[config.mk]
export PLATFORM = sky130hd
export DESIGN_NAME = pdm_deserializer_fifo
export DESIGN_NICKNAME = d
export VERILOG_FILES = /design/src/rtl/pdm_deserializer_fifo.sv
export SDC_FILE = /design/constraint.sdc
export NUM_CORES = 1
export LEC_CHECK = 0
export BUFFER_PORTS_ARGS = -buffer_cell sky130_fd_sc_hd__buf_2
export CORE_ASPECT_RATIO = 0.8
export CORE_MARGIN = 1.5
export CORE_UTILIZATION = 32
export DETAILED_ROUTE_END_ITERATION = 10
export PLACE_DENSITY_LB_ADDON = 0.08
export RECOVER_POWER = 25
export SLEW_MARGIN = 20
export SYNTH_ARGS = -nofsm -noshare
export SYNTH_HDL_FRONTEND = slang
export SYNTH_SLANG_ARGS = --single-unit
[constraint.sdc]
create_clock -name clock_i -period 6 [get_ports clock_i]
set_input_delay 0.3 -clock clock_i [delete_from_list [all_inputs] [get_ports clock_i]]
set_output_delay 0.3 -clock clock_i [all_outputs]
set_load 0.005 [all_outputs]
[src/rtl/pdm_deserializer_fifo.sv]
// pdm_deserializer_fifo: PDM clock generator, left/right bit-stream deserialiser
// and first-word-fall-through output FIFO with valid/ready handshake.
// Optional build macro: PDM_DESER_STEREO_EN enables the right channel, which
// samples on PDM clock fall events into its own shift register. Without it
// only the left channel exists and channel_o is tied to 0.
module pdm_deserializer_fifo #(
  parameter int CLK_DIV = 50,
  parameter int WIDTH   = 16,
  parameter int DEPTH   = 4
) (
  input  logic                     clock_i,
  input  logic                     resetn_i,
  input  logic                     enable_i,
  output logic                     pdm_clk_o,
  input  logic                     pdm_data_i,
  output logic                     pdm_lrsel_o,
  output logic [WIDTH-1:0]         data_o,
  output logic                     channel_o,
  output logic                     valid_o,
  input  logic                     ready_i,
  output logic [$clog2(DEPTH):0]   level_o,
  output logic                     overflow_o
);

  localparam int DIV_W = (CLK_DIV > 1) ? $clog2(CLK_DIV) : 1;
  localparam int BIT_W = $clog2(WIDTH);
  localparam int PTR_W = $clog2(DEPTH);
`ifdef PDM_DESER_STEREO_EN
  localparam int NCH = 2;
`else
  localparam int NCH = 1;
`endif

  // ---------------------------------------------------------------------------
  // PDM clock divider
  // ---------------------------------------------------------------------------
  logic [DIV_W-1:0] div_cnt_reg;
  logic             pdm_clk_reg;
  logic             div_tick;
  logic             rise_evt;

  // Terminal count only counts while running, so a disabled divider never toggles.
  assign div_tick = enable_i && (div_cnt_reg == DIV_W'(CLK_DIV - 1));
  assign rise_evt = div_tick && !pdm_clk_reg;

  // Divider counter and PDM clock toggle; both park at 0 while disabled.
  always_ff @(posedge clock_i) begin
    if (!resetn_i || !enable_i) begin
      div_cnt_reg <= '0;
      pdm_clk_reg <= 1'b0;
    end else if (div_tick) begin
      div_cnt_reg <= '0;
      pdm_clk_reg <= !pdm_clk_reg;
    end else begin
      div_cnt_reg <= div_cnt_reg + DIV_W'(1);
    end
  end

  assign pdm_clk_o   = pdm_clk_reg;
  assign pdm_lrsel_o = 1'b0;

  // ---------------------------------------------------------------------------
  // Per-channel deserialisers (channel 0 = left on rise, 1 = right on fall)
  // ---------------------------------------------------------------------------
  logic [NCH-1:0]   chan_evt;
  logic [NCH-1:0]   chan_done;
  logic [WIDTH-1:0] chan_word [NCH];

  assign chan_evt[0] = rise_evt;
`ifdef PDM_DESER_STEREO_EN
  logic fall_evt;
  assign fall_evt    = div_tick && pdm_clk_reg;
  assign chan_evt[1] = fall_evt;
`endif

  for (genvar gi = 0; gi < NCH; gi++) begin : g_chan
    // Only the upper WIDTH-1 bits are kept: the bit that falls out of the
    // bottom on the completing sample is already part of the pushed word.
    logic [WIDTH-2:0] sr_reg;
    logic [BIT_W-1:0] cnt_reg;

    assign chan_word[gi] = {pdm_data_i, sr_reg};
    assign chan_done[gi] = chan_evt[gi] && (cnt_reg == BIT_W'(WIDTH - 1));

    // Shift in one bit per channel event; the counter wraps on word completion.
    always_ff @(posedge clock_i) begin
      if (!resetn_i || !enable_i) begin
        sr_reg  <= '0;
        cnt_reg <= '0;
      end else if (chan_evt[gi]) begin
        sr_reg  <= chan_word[gi][WIDTH-1:1];
        cnt_reg <= chan_done[gi] ? '0 : cnt_reg + BIT_W'(1);
      end
    end
  end

  // ---------------------------------------------------------------------------
  // Push selection: left and right never complete in the same cycle.
  // ---------------------------------------------------------------------------
  logic             push;
  logic [WIDTH-1:0] push_word;

  assign push = |chan_done;
`ifdef PDM_DESER_STEREO_EN
  logic push_ch;
  assign push_word = chan_done[1] ? chan_word[1] : chan_word[0];
  assign push_ch   = chan_done[1];
`else
  assign push_word = chan_word[0];
`endif

  // ---------------------------------------------------------------------------
  // First-word-fall-through FIFO
  // ---------------------------------------------------------------------------
  logic [WIDTH-1:0] mem_data [DEPTH];
`ifdef PDM_DESER_STEREO_EN
  logic             mem_ch   [DEPTH];
`endif
  logic [PTR_W-1:0] wr_ptr_reg;
  logic [PTR_W-1:0] rd_ptr_reg;
  logic [PTR_W:0]   level_reg;
  logic             overflow_reg;
  logic             fifo_empty;
  logic             fifo_full;
  logic             pop;
  logic             wr_en;

  assign fifo_empty = (level_reg == '0);
  assign fifo_full  = (level_reg == (PTR_W + 1)'(DEPTH));
  assign pop        = !fifo_empty && ready_i;
  // A simultaneous pop frees the slot, so a full FIFO still accepts the push.
  assign wr_en      = push && (!fifo_full || pop);

  // Storage array: written at the tail, no reset needed since level gates reads.
  always_ff @(posedge clock_i) begin
    if (wr_en) begin
      mem_data[wr_ptr_reg] <= push_word;
`ifdef PDM_DESER_STEREO_EN
      mem_ch[wr_ptr_reg]   <= push_ch;
`endif
    end
  end

  // Pointers and occupancy; FIFO contents survive enable_i low.
  always_ff @(posedge clock_i) begin
    if (!resetn_i) begin
      wr_ptr_reg <= '0;
      rd_ptr_reg <= '0;
      level_reg  <= '0;
    end else begin
      if (wr_en) wr_ptr_reg <= wr_ptr_reg + PTR_W'(1);
      if (pop)   rd_ptr_reg <= rd_ptr_reg + PTR_W'(1);
      case ({wr_en, pop})
        2'b10:   level_reg <= level_reg + (PTR_W + 1)'(1);
        2'b01:   level_reg <= level_reg - (PTR_W + 1)'(1);
        default: level_reg <= level_reg;
      endcase
    end
  end

  // Sticky drop flag, cleared by reset or by stopping the front end.
  always_ff @(posedge clock_i) begin
    if (!resetn_i || !enable_i) begin
      overflow_reg <= 1'b0;
    end else if (push && fifo_full && !pop) begin
      overflow_reg <= 1'b1;
    end
  end

  assign valid_o    = !fifo_empty;
  assign level_o    = level_reg;
  assign overflow_o = overflow_reg;
  assign data_o     = fifo_empty ? '0 : mem_data[rd_ptr_reg];
`ifdef PDM_DESER_STEREO_EN
  assign channel_o  = fifo_empty ? 1'b0 : mem_ch[rd_ptr_reg];
`else
  assign channel_o  = 1'b0;
`endif

endmodule

-- Word-level counts from Yosys, hierarchy flattened
Memory sizes are Yosys's and may differ from the RTL's. A register that Yosys moved wholly into a read port is not among the register bits.
Index checks and enable logic that the tools add are counted.
- output and inout port bits: 24
- bits in writable memories: 64
- logic and storage cells: 45
- bits of input ports: 5
- memories: 1
- ROM bits: 0
- register bits after elaboration: 34
- bits in latches: 0
- memories (memory ; depth ; width ; read ports ; clocked after memory_dff ; write ports ; line ; text):
    mem_data ; 4 ; 16 ; 1 ; 1 ; 1 ; 115 ; logic [WIDTH-1:0] mem_data [DEPTH];
- mux-type cells: 7
- reduce and logical (&&, ||, !) cells: 18
- multiply operators: 0
- equal/unequal tests: 5
- add/sub/neg operators: 6
- div/mod/pow operators: 0
- magnitude comparators: 0
- bitwise operators: 0
- shifts and indexed selects: 0
- operators by type and width (kind ; count):
    two-way mux 16 bit ; 1
    logical AND 1 bit ; 7
    adder 6 x 1 -> 6 bit, second input constant ; 1
    equality test 6 bit, second input constant ; 1
    zero test 1 bit ; 6
    case mux 3 bit (2 select lines) ; 1
    adder 2 x 1 -> 2 bit, second input constant ; 2
    adder 4 x 1 -> 4 bit, second input constant ; 1
    equality test 4 bit, second input constant ; 1
    two-way mux 2 bit ; 2
    two-way mux 4 bit ; 1
    adder 3 x 1 -> 3 bit, second input constant ; 1
    equality test 3 bit, second input constant ; 1
    zero test 3 bit ; 1
    subtractor 3 x 1 -> 3 bit, second input constant ; 1
    equality test 2 x 1 -> 1 bit, second input constant ; 1
    equality test 2 bit, second input constant ; 1
    logical OR 1 bit ; 2
    two-way mux 1 bit ; 2
    nonzero test 2 bit ; 1
    OR reduction 2 bit ; 1

-- Longest topological paths before layout
- word-level depth: 7
- mapped depth: 8
- mapped depth without buffers: 8

-- Worst setup path after synthesis
No wires, ideal clock.
- path type: flip-flop to flip-flop
- start: register div_cnt_reg[0]
- end: memory mem_data[0][0], enable pin
- cell stages (with the launch flop): 5
- data arrival time: 1.571 ns
- data required time: 5.626 ns
- path buffers: 0
- library setup time: 0.374 ns
- setup slack: 4.055 ns
- clock period less this slack: 1.945 ns
- cells stage by stage: dfxtp_1 -> ha_1 -> nand4_4 -> nor3_4 -> and3_1
- longest elaborated chain between the ends: 7
- ends and longest elaborated chain (element ; line ; text):
    start, declared ; 37 ; logic [DIV_W-1:0] div_cnt_reg;
    start signal, assigned ; 55 ; div_cnt_reg <= div_cnt_reg + DIV_W'(1);
    equality test 6 bit ; 43 ; assign div_tick = enable_i && (div_cnt_reg == DIV_W'(CLK_DIV - 1));
    logical AND 1 bit ; 43 ;
    logical AND 1 bit ; 44 ; assign rise_evt = div_tick && !pdm_clk_reg;
    logical AND 1 bit ; 83 ; assign chan_done[gi] = chan_evt[gi] && (cnt_reg == BIT_W'(WIDTH - 1));
    logical AND 1 bit ; 132 ; assign wr_en = push && (!fifo_full || pop);
    two-way mux 1 bit ; 136 ; if (wr_en) begin
    two-way mux 1 bit (implied by the code) ; 137 ; mem_data[wr_ptr_reg] <= push_word;
    end, declared ; 115 ;
No other way between the ends.

-- Worst setup path after layout
- start: register div_cnt_reg[0]
- end: memory mem_data[2][10], enable pin
The elaborated chain is that of the path after synthesis.

==> results_dict.tcl <==
set metrics [dict create \
    outcome "complete, no violations" \
    syn-cell-area_sq_um 4060 \
    ir_drop_uv 144 \
    largest_register_ffs 64 \
    post-dp-hpwl_um 4450 \
    cts_tree "built" \
    layoutNonFillerInstCount 468 \
    die_w_um 129 \
    path_cells "ha_1, nand4_4, nor3_4, and3_1" \
    async_flop_share_pct 0 \
    cts_buffers 9 \
    drtAntennaViolNets 0 \
    netlist_instances 267 \
    rsz0062_at_grt "false" \
    start_util_pct 33.1 \
    reg2reg_depth 4 \
    via_count 2105 \
    avgSynthCellArea_sq_um 15.2 \
    grt_usage_pct 11.8 \
    clock_latency_ns 0.34 \
    slew_viol_final 0 \
    dpl.cell_count 452 \
    grt_pass1_wl_um 11600 \
    cpPeakStageDelay_ns 0.85 \
    worstMarginPinSlew_ns 0.946 \
    core.rowCount 36 \
    clk_pin_slew_worst_paths_ns 0.06 \
    clock_tree.buffer_depth 2 \
    cp-end-kind "flip-flop" \
    fp.dieArea_sq_um 13400 \
    post_cts_buffers 0 \
    cp-endpoint "mem_data[2][10]$_DFFE_PP_" \
    drt_iter0_markers 171 \
    r2r-start "div_cnt_reg[0]$_SDFF_PP0_" \
    detail_route.wl_per_cell_um 15.3 \
    cp_top_family "simple AND/OR/NAND/NOR gates" \
    slew-limit-headroom_pct 37.0 \
    die_h_um 104 \
    worstPathMaxFanout 16 \
    drt_wl_total_um 7170 \
    core-area_sq_um 12300 \
    area_growth_pct 14.8 \
    antenna_found_initial 0 \
    num_io_pins 29 \
    p_leak_nw 1.72 \
    finalSetupViolCount 0 \
    crit_type "reg -> reg" \
    num_antenna_cells 0 \
    ys_ff_latch 100 \
    ys_seq_area_share_pct 65.1 \
    place_congestion 0.700 \
    vias_per_cell 4.50 \
    setup_tns_ns 0 \
    grt_pass1_vias 2128 \
    cts_root_buf "clkbuf_16" \
    finalCritPeriodShare_pct 40.3 \
    worst-path-stages 4 \
    cellPowerDensity_nw_per_um2 296 \
    regToRegSetupSlack_ns 3.58 \
    yosys_warnings 0 \
    arrival_ns 2.38 \
    p_total_mw 1.38 \
    synthFlopType "edfxtp_1" \
    synth_edf_count 64 \
    synth_cell_types 39 \
    drive_gt1_share_pct 22.6 \
    cp_slowest_cell "and3_1" \
    htreeDepth 3 \
    cts_resized 0 \
    finalHoldViolCount 0 \
    crit_required_ns 5.96 \
    min_path_type "in -> reg" \
    whs_path_depth 1 \
    nFillCells 1155 \
    numPortBuffers 26 \
    critPathBufInv 0 \
    clock.fmax_mhz 413 \
    post-route-drc-count 0 \
    hold_slack_ns 0.275 \
    min_period_ns 2.42 \
    cts_num_sinks 100 \
    overflow 0 \
    max_cap_viol_count 0 \
    cp-startpoint "div_cnt_reg[0]$_SDFF_PP0_" \
    final_nets 305 \
    fin_skew_ns 0.00729 \
    drt-pass1-iter-count 4 \
    ctsHoldBuffers 0 \
    regToRegEndpoint "mem_data[2][10]$_DFFE_PP_" \
    grt_max_degree 23 \
    cp-start-kind "flip-flop" \
]
how the worst min path moves through the flow:
stage	start	to
final	pdm_data_i	mem_data[2][15]$_DFFE_PP_
after CTS	pdm_data_i	mem_data[1][15]$_DFFE_PP_
after global routing	pdm_data_i	mem_data[3][15]$_DFFE_PP_
after global placement	div_cnt_reg[0]$_SDFF_PP0_	div_cnt_reg[0]$_SDFF_PP0_
after detailed placement	div_cnt_reg[0]$_SDFF_PP0_	div_cnt_reg[0]$_SDFF_PP0_
after floorplan	pdm_data_i	mem_data[0][15]$_DFFE_PP_
cell type report:
type,instances,area (sq um),share of cell area [%]
tap,171,214,4.59
inverter,5,18.8,0.403
clock inverter,7,115,2.47
clock buffer,9,225,4.83
sequential,100,2640,56.7
timing repair buffer,28,144,3.09
multi-input combinational,148,1300,27.9
cell usage after synthesis (all sizes together), types with 2 or more instances:
cell type   n  area, sq um
a21oi       3         15.0
edfxtp     64         1920
and2       18          113
dfxtp      36          721
a31oi       3         18.8
xor2        4         35.0
clkbuf      7         26.3
o21ai       2         10.0
nand2b      2         12.5
nand2       6         22.5
nand3       7         35.0
nor4        2         12.5
nor2       31          116
or2         2         12.5
buf         8         75.1
nor3        4         47.5
xnor2       6         52.6
inv         5         18.8
ha          7         87.6
mux2i      19          190
mux4       16          360
and3        4         25.0
logic make-up after synthesis:
logic type	share of synthesized area [%]
other cells	0.0924
xor+xnor	2.16
simple gates	11.8
compound gates	1.60
buf+inv	2.96
flops	65.1
mux	13.6
fa+ha+maj	2.65
per-layer routing:
metal | vias to the layer above | share of wire [%] | track usage (%) | wire length, um
li1 | 1023 | - | - | -
met2 | 44 | 47 | 18.2 | 3340
met5 | - | 0 | 0 | 0
met4 | 0 | 1.5 | 4.57 | 105
met3 | 7 | 3.4 | 3.77 | 243
met1 | 1031 | 49 | 15.5 | 3490
where the power goes:
part | total [mW] | leakage [nW] | switching (mW) | internal [mW]
Clock | 0.644 | 0.158 | 0.239 | 0.405
Combinational | 0.00964 | 0.557 | 0.00734 | 0.00230
Sequential | 0.725 | 1.01 | 0.000596 | 0.724
through the flow:
stage / util, % / setup WS, ns / area (sq um)
after floorplan: - / 4.06 / 4060
after global placement: 35.3 / 3.60 / 4320
after detailed placement: 35.3 / 3.51 / 4320
after CTS: 38.0 / 3.51 / 4660
after global routing: 38.0 / 3.36 / 4660
final: 38.0 / 3.58 / 4660
placed cells by master, fill, tap and decap left out, drive strengths merged, types with 3 or more instances in the layout:
| cell type | count |
|---|---|
| a21oi | 3 |
| a31oi | 3 |
| and2 | 18 |
| and3 | 4 |
| buf | 27 |
| bufinv | 3 |
| clkbuf | 10 |
| clkinvlp | 3 |
| dfxtp | 36 |
| edfxtp | 64 |
| ha | 7 |
| inv | 5 |
| mux2i | 19 |
| mux4 | 16 |
| nand2 | 6 |
| nand3 | 7 |
| nor2 | 31 |
| nor3 | 4 |
| xnor2 | 6 |
| xor2 | 4 |
Note: power is estimated with default switching activity, not from simulation.
